$ cat src/rtl/pe_group_acc_collector.sv
// ---------------------------------------------------------------------------
// pe_group_acc_collector
//
// Collects partial sums from a group of PE-row output channels. Each channel
// accumulates a programmable number of samples (latched from AccLen on its
// first sample), then holds the result in a FULL state until a strict
// round-robin output port drains it. The output pointer never skips a channel,
// so results leave in channel order 0,1,...,ChannelCount-1, repeating.
//
// Ports:
//   clk             rising-edge clock
//   aclr            synchronous, active-high reset
//   AccLen          requested accumulation length (0 -> 1, clamped to MaxAccCount)
//   DataInValid     per-channel input valid
//   DataIn          per-channel partial sums, channel k at [k*DataWidth +: DataWidth]
//   DataInRdy       per-channel input ready (high while the channel accumulates)
//   DataOutValid    result valid (channel under the pointer is FULL)
//   DataOutRdy      downstream ready
//   DataOut         accumulated result of the channel under the pointer
//   DataOutChannel  round-robin pointer, i.e. source channel of DataOut
//   Busy            any channel mid-accumulation or holding a result
// ---------------------------------------------------------------------------
module pe_group_acc_collector #(
  parameter int DataWidth        = 32,
  parameter int ChannelCount     = 4,
  parameter int ChannelAddrWidth = 2,
  parameter int MaxAccCount      = 16,
  parameter int AccCountWidth    = 5
) (
  input  logic                              clk,
  input  logic                              aclr,
  input  logic [AccCountWidth-1:0]          AccLen,
  input  logic [ChannelCount-1:0]           DataInValid,
  input  logic [ChannelCount*DataWidth-1:0] DataIn,
  output logic [ChannelCount-1:0]           DataInRdy,
  output logic                              DataOutValid,
  input  logic                              DataOutRdy,
  output logic [DataWidth-1:0]              DataOut,
  output logic [ChannelAddrWidth-1:0]       DataOutChannel,
  output logic                              Busy
);

  typedef enum logic {
    Accum = 1'b0,
    Full  = 1'b1
  } chanState_e;

  localparam logic [AccCountWidth-1:0]    MaxLen   = AccCountWidth'(MaxAccCount);
  localparam logic [AccCountWidth-1:0]    OneCnt   = AccCountWidth'(1);
  localparam logic [ChannelAddrWidth-1:0] LastChan = ChannelAddrWidth'(ChannelCount - 1);
  localparam logic [ChannelAddrWidth-1:0] OnePtr   = ChannelAddrWidth'(1);

  chanState_e                  state  [ChannelCount];
  logic [AccCountWidth-1:0]    cnt    [ChannelCount];
  logic [AccCountWidth-1:0]    len    [ChannelCount];
  logic [DataWidth-1:0]        sum    [ChannelCount];
  logic [ChannelAddrWidth-1:0] ptr;

  logic [AccCountWidth-1:0]    clampedLen;
  logic [AccCountWidth-1:0]    effLen [ChannelCount];
  logic [ChannelCount-1:0]     accept;
  logic [ChannelCount-1:0]     drain;
  logic [ChannelCount-1:0]     lastSample;
  logic [ChannelCount-1:0]     busyVec;
  logic                        handshake;

  // Length a channel would latch if it took its first sample this cycle.
  always_comb begin
    // NOTE: every always_comb output gets a default first so no path leaves it
    // unassigned, which would otherwise infer a latch.
    clampedLen = AccLen;
    if (AccLen == '0) begin
      clampedLen = OneCnt;
    end else if (AccLen > MaxLen) begin
      clampedLen = MaxLen;
    end
  end

  // Ready, busy and the output port depend on registered state only.
  always_comb begin
    DataInRdy = '0;
    busyVec   = '0;
    for (int k = 0; k < ChannelCount; k++) begin
      DataInRdy[k] = (state[k] == Accum);
      busyVec[k]   = (cnt[k] != '0) || (state[k] == Full);
    end
  end

  assign Busy           = |busyVec;
  assign DataOutValid   = (state[ptr] == Full);
  assign DataOut        = sum[ptr];
  assign DataOutChannel = ptr;
  assign handshake      = DataOutValid && DataOutRdy;

  // Per-channel accept/drain decode. A sample on cnt==0 uses the freshly
  // clamped AccLen; later samples compare against the latched length so
  // AccLen changes mid-accumulation are ignored.
  always_comb begin
    accept     = DataInValid & DataInRdy;
    drain      = '0;
    drain[ptr] = handshake;
    lastSample = '0;
    for (int k = 0; k < ChannelCount; k++) begin
      effLen[k]     = (cnt[k] == '0) ? clampedLen : len[k];
      lastSample[k] = ((cnt[k] + OneCnt) == effLen[k]);
    end
  end

  always_ff @(posedge clk) begin
    if (aclr) begin
      // NOTE: the sum array is reset along with the control state because a
      // freshly reset channel must present DataOut=0 through the output mux.
      for (int k = 0; k < ChannelCount; k++) begin
        state[k] <= Accum;
        cnt[k]   <= '0;
        sum[k]   <= '0;
        len[k]   <= OneCnt;
      end
      ptr <= '0;
    end else begin
      for (int k = 0; k < ChannelCount; k++) begin
        // Accept and drain are exclusive: accept needs ACCUM, drain needs FULL,
        // so a drained channel can take its next sample one cycle later.
        if (accept[k]) begin
          if (cnt[k] == '0) begin
            len[k] <= clampedLen;
            sum[k] <= DataIn[k*DataWidth +: DataWidth];
          end else begin
            // Modulo-2^DataWidth accumulation, wraps without saturation.
            sum[k] <= sum[k] + DataIn[k*DataWidth +: DataWidth];
          end
          if (lastSample[k]) begin
            state[k] <= Full;
            cnt[k]   <= '0;
          end else begin
            // NOTE: sequential state uses non-blocking assignments so every
            // register samples pre-edge values regardless of statement order.
            cnt[k] <= cnt[k] + OneCnt;
          end
        end else if (drain[k]) begin
          state[k] <= Accum;
        end
      end
      if (handshake) begin
        ptr <= (ptr == LastChan) ? '0 : ptr + OnePtr;
      end
    end
  end

endmodule

$ cat config.mk
export PLATFORM = sky130hd
export DESIGN_NAME = pe_group_acc_collector
export DESIGN_NICKNAME = d
export VERILOG_FILES = /design/src/rtl/pe_group_acc_collector.sv
export SDC_FILE = /design/constraint.sdc
export NUM_CORES = 1
export LEC_CHECK = 0
export CAP_MARGIN = 10
export CORE_MARGIN = 10
export CORE_UTILIZATION = 60
export CTS_BUF_LIST = sky130_fd_sc_hd__clkbuf_4
export DETAILED_ROUTE_END_ITERATION = 6
export PLACE_DENSITY = 0.95
export SYNTH_ARGS = -nofsm -noshare
export SYNTH_HDL_FRONTEND = slang
export SYNTH_SLANG_ARGS = --single-unit
$ cat constraint.sdc
create_clock -name clk -period 10.44 [get_ports clk]
set_clock_uncertainty 0.2 [all_clocks]
set_input_delay 3.132 -clock clk [delete_from_list [all_inputs] [get_ports clk]]
set_output_delay 3.132 -clock clk [all_outputs]
set_load 0.01 [all_outputs]
==> summary.txt, run 1 <==
Die
  • Die extent in x: 178 microns
  • Die span in y: about 180 microns
  • I/O pins: 180
  • Num rows: 57
  • Starting Density: 61.4%
  • DIE AREA: roughly 0.032 sq mm
  • CORE AREA: around 0.024 sq mm

Setup path
  • Buf+Inv Stages, Crit Path: 2
  • CP Cell Sequence: clkdlybuf4s50_1, ha_1, inv_1, fa_1, nor2b_1, o21ai_1, a21o_1, a32oi_2, a31o_2, a21oi_1, or2_1, o31ai_1, xor2_1, a22o_1
  • Crit path kind: input pin to flip-flop
  • WP data required: 10.63 ns
  • Arr. time, crit path: approximately 6.4 ns
  • CP Max Fanout: 4
  • Critical path depth: 14
  • CP endpoint kind: flip-flop
  • CP max-delay cell: clkdlybuf4s50_1
  • CP delay by family, top: compound AO/OA/AOI/OAI gates
  • Startpoint class of the critical path: input pin
  • R2R cell count: 13
  • Max incr delay on CP: between 0.4 and 0.5 ns

Pwr
  • Overall power: 2.32 mW
  • Clock share of power: 17.5%
  • Net switching power figure: between 800 and 900 uW
  • Switching Share: 38.1%
  • LEAKAGE: 7.09 nW
  • Power per cell area: 134 mW/mm^2
  • Peak VDD IR: 87.9 uV
  • Int Power: 1.43 mW
  • Combinational fraction of design power: 42.2%
  • Sequential Power Share: about two fifths

Route
  • Via count: 13.8k
  • Final ANT Viol Nets: 0
  • Starting DRT DRC Count: approximately 1.6k
  • Post-Route WL: 46300 microns
  • Residual DRC: 0
  • WL per Instance: 22.1 microns
  • Vias per inst: between 6 and 7
  • Drt pass-1 iters: 5

Min path
  • Hold/Removal Path Class: flip-flop to flip-flop
  • Hold depth: 1

Synthesis
  • Seq cells post-synth: around 180
  • Most common library cells after synthesis: 228 x nand2_1, 190 x a21oi_1, 172 x edfxtp_1
  • Synthesized area per cell: 9.27 sq um
  • Most frequent cell after synthesis: nand2_1
  • Ys async rst share: 0%
  • Cell Area, Synth: 0.0150 sq mm
  • Most used DFF post-synth: edfxtp_1
  • Post-synth top area share: 34.4%
  • Post-synth net total: about 1.9k
  • Yosys warns: 0
  • Cells after synthesis: 1620
  • Synth area leader: edfxtp_1
  • Post-synthesis sequential area ratio: 34.9%
  • Post-synth EDFFs: ~170
  • Synth top area cells: edfxtp_1 34%, ha_1 11%, a21oi_1 6.3%, nand2_1 5.7%, mux4_2 5.0%
  • Unique masters post-synth: 76

Global route
  • Antenna violations before repair: 1
  • Vias in the first global route: 13.5k
  • Largest net degree at the start of global routing: 45
  • Global-route usage over all layers: approximately 28%
  • GRT Residual Overflow: 0
  • First-pass GRT wire length: 71300 microns

Final layout
  • Post-route cell area: around 0.017 sq mm
  • Area grow syn2layout: 15.6%
  • Final #Nets: slightly above 2k
  • Share of layout cells above drive strength 1: 5.86%

Timing
  • Period utilization: 59.9%
  • Min Tclk post-route: 6.25 ns
  • RSZ-0062 raised after global routing: no
  • Worst Tran Pin Value: 1.00 ns
  • Max frequency: 160 MHz
  • Final setup violation count: 0
  • WHS: about 0.44 ns
  • Setup TNS: 0 ns
  • Final Hold Viols: 0
  • Setup WS post-layout: 4.19 ns
  • Max-slew headroom: about 33%
  • Max-slew violations: 0

Placement
  • Pre-CTS WS: 3.60 ns
  • Gpl congestion: slightly below 1
  • Post-DP HPWL: roughly 36000 microns
  • Placed cell area: 0.0171 sq mm
  • I/O Buffers: 179

Outcome
  • Status: finished clean

CTS
  • # resized after CTS: 0
  • CTS Root Cell: clkbuf_4
  • Worst-path clk slew: 0.16 ns
  • Clock sink count: 176
  • Clk buf depth: 2
  • Worst-Skew Late Latency: 0.61 ns
  • Hold buffers post-CTS: 0
  • CTS Buf Count: 17
  • Post-CTS Setup Repair Bufs: 0
  • H-tree Lvls: 4
  • CTS tree: yes

Run
  • Max_cap viols: 0
-- flip-flops by register name, summed over array words and instances, names as in the netlist, named ones only --
register        cells
state               4
cnt                20
sum               128
len                20
DataOutChannel      2
-- cells in the final DEF (no fill, tap or decap), drive strengths merged, types with 18 or more instances in the layout --
master / Yosys / layout
a211oi: 23 / 23
a21o: 58 / 58
a21oi: 194 / 194
a22o: 20 / 20
a31oi: 18 / 18
and3: 24 / 24
clkdlybuf4s50: 0 / 179
edfxtp: 172 / 172
ha: 136 / 136
inv: 43 / 45
mux4: 33 / 33
nand2: 228 / 228
nand2b: 24 / 24
nand3: 33 / 33
nor2: 116 / 116
nor3: 21 / 21
o21ai: 90 / 90
xnor2: 73 / 73
xor2: 63 / 63
-- kinds of logic (layout without fill, tap and decap cells) --
group | count (synthesis) | count (layout) | share of synthesized area (%)
AND/OR/NAND/NOR | 523 | 523 | 16.0
XOR/XNOR | 136 | 136 | 7.93
buffers and inverters | 111 | 265 | 2.81
multiplexers | 40 | 40 | 5.42
adder cells (fa/ha/maj) | 140 | 140 | 11.9
other | 0 | 1 | 0
flip-flops | 176 | 176 | 34.9
AO/OA/AOI/OAI | 494 | 494 | 21.1
-- layout make-up --
class                   count  area, sq um
well taps                 324          405
diodes                      1         2.50
flip-flops and latches    176         5250
repair buffers            193         1900
clock buffers              17          128
multi-input cells        1333         9370
clock inverters            12          139
inverters                  43          161
fillers                  1766         7110
-- power groups by stage --
stage	sequential, mW	combinational (mW)	clock [mW]
final	0.934	0.978	0.405
after global routing	0.937	1.06	0.425
after CTS	0.926	0.961	0.401
after detailed placement	0.942	0.953	0
after global placement	0.937	0.916	0
after floorplan	0.901	0.686	0
-- routing by layer --
metal | vias up | share of wire [%] | global-route usage, %
met3 | 126 | 11 | 4.86
met5 | - | 0 | 0
li1 | 6326 | - | -
met2 | 843 | 48 | 46.6
met4 | 0 | 3.5 | 11.7
met1 | 6496 | 38 | 36.4
-- worst paths after layout --
path | from | endpoint | slack [ns]
setup / recovery | DataIn[64] | sum[2][28]$_SDFFCE_PN0P_ | 4.19
hold / removal | cnt[2][0]$_SDFFCE_PN0P_ | cnt[2][0]$_SDFFCE_PN0P_ | 0.44
setup reg to reg | sum[2][0]$_SDFFCE_PN0P_ | sum[2][28]$_SDFFCE_PN0P_ | 6.71
hold reg to reg | cnt[2][0]$_SDFFCE_PN0P_ | cnt[2][0]$_SDFFCE_PN0P_ | 0.44
-- per-stage QoR --
step / std cells / utilization, %
3_5_place_dp: 2069 / 69.8
4_1_cts: 2098 / 70.9
2_1_floorplan: 1620 / -
3_3_place_gp: 2069 / 69.8
6_report: 2099 / 70.9
5_1_grt: 2099 / 70.9
(Power assumes the default switching activity.)
==> inputs of run 2 (changes only) <==
--- a/config.mk
+++ b/config.mk
@@ -7,10 +7,10 @@
 export LEC_CHECK = 0
 export CAP_MARGIN = 10
 export CORE_MARGIN = 10
-export CORE_UTILIZATION = 60
+export CORE_UTILIZATION = 59
 export CTS_BUF_LIST = sky130_fd_sc_hd__clkbuf_4
 export DETAILED_ROUTE_END_ITERATION = 6
-export PLACE_DENSITY = 0.95
+export PLACE_DENSITY = 0.94
 export SYNTH_ARGS = -nofsm -noshare
 export SYNTH_HDL_FRONTEND = slang
 export SYNTH_SLANG_ARGS = --single-unit
==> constraint.sdc (replaced) <==
create_clock -name clk -period 6.2 [get_ports clk]
set_clock_uncertainty 0.2 [all_clocks]
set_input_delay 1.86 -clock clk [delete_from_list [all_inputs] [get_ports clk]]
set_output_delay 1.86 -clock clk [all_outputs]
set_load 0.01 [all_outputs]
==> run 2 against run 1 <==
Net effect: critical path depth down 7; clock power rose by 73%; register-to-register slack worse by 4.2 ns.
==> summary.txt, run 2 (same netlist as run 1, synthesis figures left out) <==
Outcome
  • Status: finished clean (unchanged)

Timing
  • Final setup violation count: 0 (unchanged)
  • WHS: 0.441 ns (was 0.443 ns)
  • Max-slew violations: 0 (unchanged)
  • Max frequency: 201 MHz
  • Setup TNS: 0 ns (unchanged)
  • Min Tclk post-route: 4.96 ns
  • Max-slew headroom: 28.2% (was 32.9%)
  • Setup WS post-layout: 1.24 ns (was 4.19 ns)
  • Period utilization: 80.1%
  • Worst Tran Pin Value: 1.08 ns (was 1.00 ns)
  • Final Hold Viols: 0 (unchanged)
  • RSZ-0062 raised after global routing: no (unchanged)

Route
  • Residual DRC: 0 (unchanged)
  • Top Layer Used: met5 (was met4)
  • Met2 routed WL: 21600 microns (was 22100 microns)
  • M1 wire length: 18000 microns (was 17400 microns)
  • Post-Route WL: 46300 microns (about the same)
  • Vias per inst: 6.53 (was 6.57)
  • Starting DRT DRC Count: 1468 (was 1612)
  • Via count: 13.8k (about the same)
  • Met3 WL: 4730 microns (was 5260 microns)
  • WL per Instance: 22.0 microns (was 22.1 microns)
  • Final ANT Viol Nets: 0 (unchanged)
  • Drt pass-1 iters: 6 (was 5)

Final layout
  • Layout fillers: 1907 (was 1766)
  • Final #Nets: 2045 (was 2044)
  • Post-route cell area: 0.0174 sq mm (about the same)
  • Util after Layout: 69.2% (was 70.9%)
  • Largest regs: sum x128, cnt x20, len x20 (unchanged)
  • Share of layout cells above drive strength 1: 6.02% (was 5.86%)
  • Max reg flops: 128 (unchanged)
  • Biggest register: sum (unchanged)
  • Most common cell after layout, fill and taps aside: nand2_1 (unchanged)
  • Commonest non-fill, non-tap cells in the layout: 228 x nand2_1, 190 x a21oi_1, 179 x clkdlybuf4s50_1, 172 x edfxtp_1, 136 x ha_1 (unchanged)
  • Area grow syn2layout: 15.8% (was 15.6%)

CTS
  • H-tree Lvls: 4 (unchanged)
  • Clk buf depth: 2 (unchanged)
  • CTS Root Cell: clkbuf_4 (unchanged)
  • Clock sink count: 176 (unchanged)
  • Worst-Skew Late Latency: 0.63 ns (was 0.61 ns)
  • CTS tree: yes (unchanged)
  • Post-CTS Setup Repair Bufs: 0 (unchanged)
  • Hold buffers post-CTS: 0 (unchanged)
  • # resized after CTS: 0 (unchanged)
  • CTS Buf Count: 17 (unchanged)
  • Worst-path clk slew: 0.15 ns (was 0.16 ns)

Setup path
  • CP Max Fanout: 35 (was 4)
  • Max incr delay on CP: 0.54 ns (was 0.49 ns)
  • CP max-delay cell: clkdlybuf4s50_1 (unchanged)
  • Crit path kind: flip-flop to output port (was input pin to flip-flop)
  • Startpoint class of the critical path: flip-flop (was input pin)
  • CP Cell Sequence: inv_1, ha_1, or4b_1, buf_4, nor2_1, nand4_1, clkdlybuf4s50_1 (was clkdlybuf4s50_1, ha_1, inv_1, fa_1, nor2b_1, o21ai_1, a21o_1, a32oi_2, a31o_2, a21oi_1, or2_1, o31ai_1, xor2_1, a22o_1)
  • Arr. time, crit path: 2.90 ns (was 6.44 ns)
  • WP data required: 4.14 ns (was 10.63 ns)
  • CP endpoint kind: output port (was flip-flop)

Die
  • Die extent in x: 180 microns (was 178 microns)
  • DIE AREA: 0.0322 sq mm (was 0.0317 sq mm)
  • Die span in y: 180 microns (was 178 microns)
  • Num rows: 58 (was 57)
  • Starting Density: 59.8% (was 61.4%)
  • I/O pins: 180 (unchanged)
  • CORE AREA: 0.0251 sq mm (was 0.0245 sq mm)

Global route
  • Largest net degree at the start of global routing: 44 (was 45)
  • First-pass GRT wire length: 72300 microns (was 71300 microns)
  • Global-route usage over all layers: 27.5% (was 28.4%)
  • Vias in the first global route: 13.6k (was 13.5k)
  • GRT Residual Overflow: 0 (unchanged)
  • Antenna violations before repair: 2 (was 1)

Placement
  • I/O Buffers: 179 (unchanged)
  • Pre-CTS WS: 0.691 ns (was 3.60 ns)
  • Placed cell area: 0.0171 sq mm (about the same)
  • Post-DP HPWL: 36100 microns (about the same)
  • Gpl congestion: 0.939 (was 0.963)

Pwr
  • Peak VDD IR: 126 uV (was 87.9 uV)
  • LEAKAGE: 7.11 nW (was 7.09 nW)
  • Power per cell area: 225 mW/mm^2 (was 134 mW/mm^2)

Min path
  • Hold/Removal Path Class: flip-flop to flip-flop (unchanged)

Run
  • Max_cap viols: 0 (unchanged)
[run 2: changes by cell type in the layout (fill, tap and decap cells not counted), sizes merged]
cell      change
inv           +5
bufinv        -1
buf           +1
clkinvlp      -3
clkinv        +2
[run 2: routing by layer]
metal / global-route usage [%] / up-vias
li1: - / 6335
met1: 35.3 / 6514
met2: 44.7 / 795
met3: 5.00 / 124
met4: 12.0 / 2
met5: 0 / -
[run 2: worst paths after layout]
path                      startpoint                  endpoint  slack, ns  cells after the start
min          cnt[2][0]$_SDFFCE_PN0P_   cnt[2][0]$_SDFFCE_PN0P_       0.44                      1
max reg2reg  sum[2][0]$_SDFFCE_PN0P_  sum[2][30]$_SDFFCE_PN0P_       2.54                     13
max          cnt[1][0]$_SDFFCE_PN0P_                      Busy       1.24                      7
min reg2reg  cnt[2][0]$_SDFFCE_PN0P_   cnt[2][0]$_SDFFCE_PN0P_       0.44                      1
[run 2: metrics by stage]
| stage | cells | power, mW |
|---|---|---|
| after global placement | 2076 | 3.13 |
| after floorplan | 1620 | 2.67 |
| after global routing | 2109 | 4.10 |
| final | 2109 | 3.91 |
| after CTS | 2108 | 3.88 |
| after detailed placement | 2076 | 3.19 |
[run 2: layout make-up]
cell class	instances	area (sq um)	area share, %
clock buffer	17	128	0.734
sequential	176	5250	30.2
multi-input combinational	1333	9370	53.9
inverter	43	161	0.929
clock inverter	15	150	0.864
antenna	1	2.50	0.0144
timing repair buffer	194	1900	11.0
tap	330	413	2.38
[run 2: critical path, delay by kind of cell (launching register included)]
| family | cells | cell delay [ns] |
|---|---|---|
| buf+inv | 3 | 0.95 |
| flops | 1 | 0.48 |
| simple gates | 3 | 0.70 |
| fa+ha+maj | 1 | 0.17 |
[run 2: report_power, final]
group	internal [mW]	switching, mW	leakage [nW]	total, mW
registers	1.45	0.128	1.87	1.58
logic	0.731	0.904	5.10	1.64
clock network	0.212	0.487	0.149	0.699
==> patch, RTL diff (flow settings as in run 2) <==
The parameter `MaxAccCount` goes from 16 to 12.
--- a/src/rtl/pe_group_acc_collector.sv
+++ b/src/rtl/pe_group_acc_collector.sv
@@ -24,7 +24,7 @@
   parameter int DataWidth        = 32,
   parameter int ChannelCount     = 4,
   parameter int ChannelAddrWidth = 2,
-  parameter int MaxAccCount      = 16,
+  parameter int MaxAccCount      = 12,
   parameter int AccCountWidth    = 5
 ) (
   input  logic                              clk,
Formal check against the unedited RTL: no difference found for any inputs over 4 cycles, from zero or initial values; that may be too few to reach the edited logic, so the function may still have changed.
==> patch against run 2 <==
  * Count of clock-buffer cells in the layout stayed put
  * Synthesized area rose by 1.7%
  * Wire length down 3.0%
  * Design area grew 1.5%
  * Non-clock buffer count decreased by 3
  * Hold slack better by 0.0079 ns
  * Largest cell class unchanged
  * Power is 1.8% higher
  * Worst setup slack worse by 0.26 ns
  * Sequential cell count is the same
  * Critical path depth is the same
==> patch: results (changes against run 2) <==
CP delay by family, top=buffers and inverters; worst IR drop on VDD=0.000161 V (+28%); CTS-repair resized insts=0 (unchanged); worst-margin pin slew=1.22 ns (+0.149 ns); Post-synth top cells=nand2_1 (237), a21oi_1 (195), edfxtp_1 (172); dpl ws=0.716 ns (+0.0248 ns); Iter 0 DRT Violations=1,263 (-14%); initial antenna violation count=2 (unchanged); largest cells by area after synthesis=edfxtp_1 (34%), ha_1 (11%), a21oi_1 (6.4%), nand2_1 (5.8%), mux4_2 (4.9%); Worst Setup SP=cnt[2][0]; hold slack=0.449 ns (+0.00793 ns); Clock H-tree levels=4 (unchanged); sequential share of the synthesized area=34.4% (-0.58 points); flop2flop setup slack=2.54 ns (about the same); hold path cells=1 (unchanged); layout cells sized above 1=6.15% (+0.13 points); P_sw=1.55 mW (+2.0%); placed cell area=17,300 um2 (+1.3%); clock slew at reported path FFs=0.19 ns (+0.04 ns); final worst path period share=84.2% (+4.2 points); clock group share of total power=18.8% (+0.9 points); final WL=44,900 um (-3.0%); first-pass GRT wire length=70,100 um (-3.0%); Post-synth ARST share=0% (unchanged); R2R depth=13 (unchanged); total track usage=26.2% (-1.3 points); Final #Nets=2,088 (+2.1%); CP max stage cell=or4b_2; detailed placement HPWL=34,800 um (-3.6%); Worst R2R Start=sum[2][0]; Post-Syn Instances=1,665 (+2.8%); WL/cell=20.8 um (-5.0%); Num CTS Buffers=17 (unchanged); Arr. time, crit path=3.16 ns (+0.26 ns); Worst Hold End=cnt[1][0]; Tot Pwr=3.98 mW (+1.8%); Placer Congestion=1.00 (+6.8%); vias in the first global route=13,100 (-3.5%); Largest regs=sum x128, cnt x20, len x20; Max-cap violations=0 (unchanged); routed vias=13,900 (+0.61%); Worst Hold Launch=cnt[1][0]; pin count of the biggest net entering global routing=53 (+20%); reg2reg end=sum[2][24]; status=finished, final reports clean; clk_lat worst skew=0.61 ns (-0.02 ns); fill cell count=1,916 (+0.47%); Synth cell types=83 (+9.2%); synth warn=0 (unchanged); Critical Path End=Busy; number of flops mapped to enable cells by yosys=172 (unchanged); setup TNS=0 ns (unchanged); flip-flop and latch power=1.58 mW (about the same); hold_buf cts=0 (unchanged); clock root cell=clkbuf_4; Static Leak=7.21 nW (+1.4%); Critical Path Fanout Max=52 (+49%); IO buf count=179 (unchanged); 1st-pass router iterations=5 (-1); slowest stage delay, CP=0.60 ns (+0.06 ns)
-- patch: per-layer routing --
metal / wire length (um) / share of wire (%) / global-route usage [%]
met1: 18100 / 40 / 34.2
met2: 21000 / 47 / 42.9
met3: 4450 / 9.9 / 4.70
met4: 1410 / 3.1 / 9.09
met5: 0 / 0 / 0
-- patch: logic make-up after synthesis --
group           synth area share, %
simple gates                   17.2
compound gates                 20.7
flops                          34.4
fa+ha+maj                      11.7
xor+xnor                       7.63
buf+inv                        2.93
mux                            5.53
other cells                  0.0246
-- patch: final cells by class --
| type | count | area (um2) | share of cell area (%) |
|---|---|---|---|
| repair buffers | 191 | 1880 | 10.7 |
| clock inverters | 15 | 189 | 1.07 |
| inverters | 45 | 169 | 0.957 |
| clock buffers | 17 | 128 | 0.723 |
| well taps | 330 | 413 | 2.34 |
| multi-input cells | 1377 | 9610 | 54.5 |
| diodes | 2 | 5.00 | 0.0284 |
| flip-flops and latches | 176 | 5250 | 29.7 |
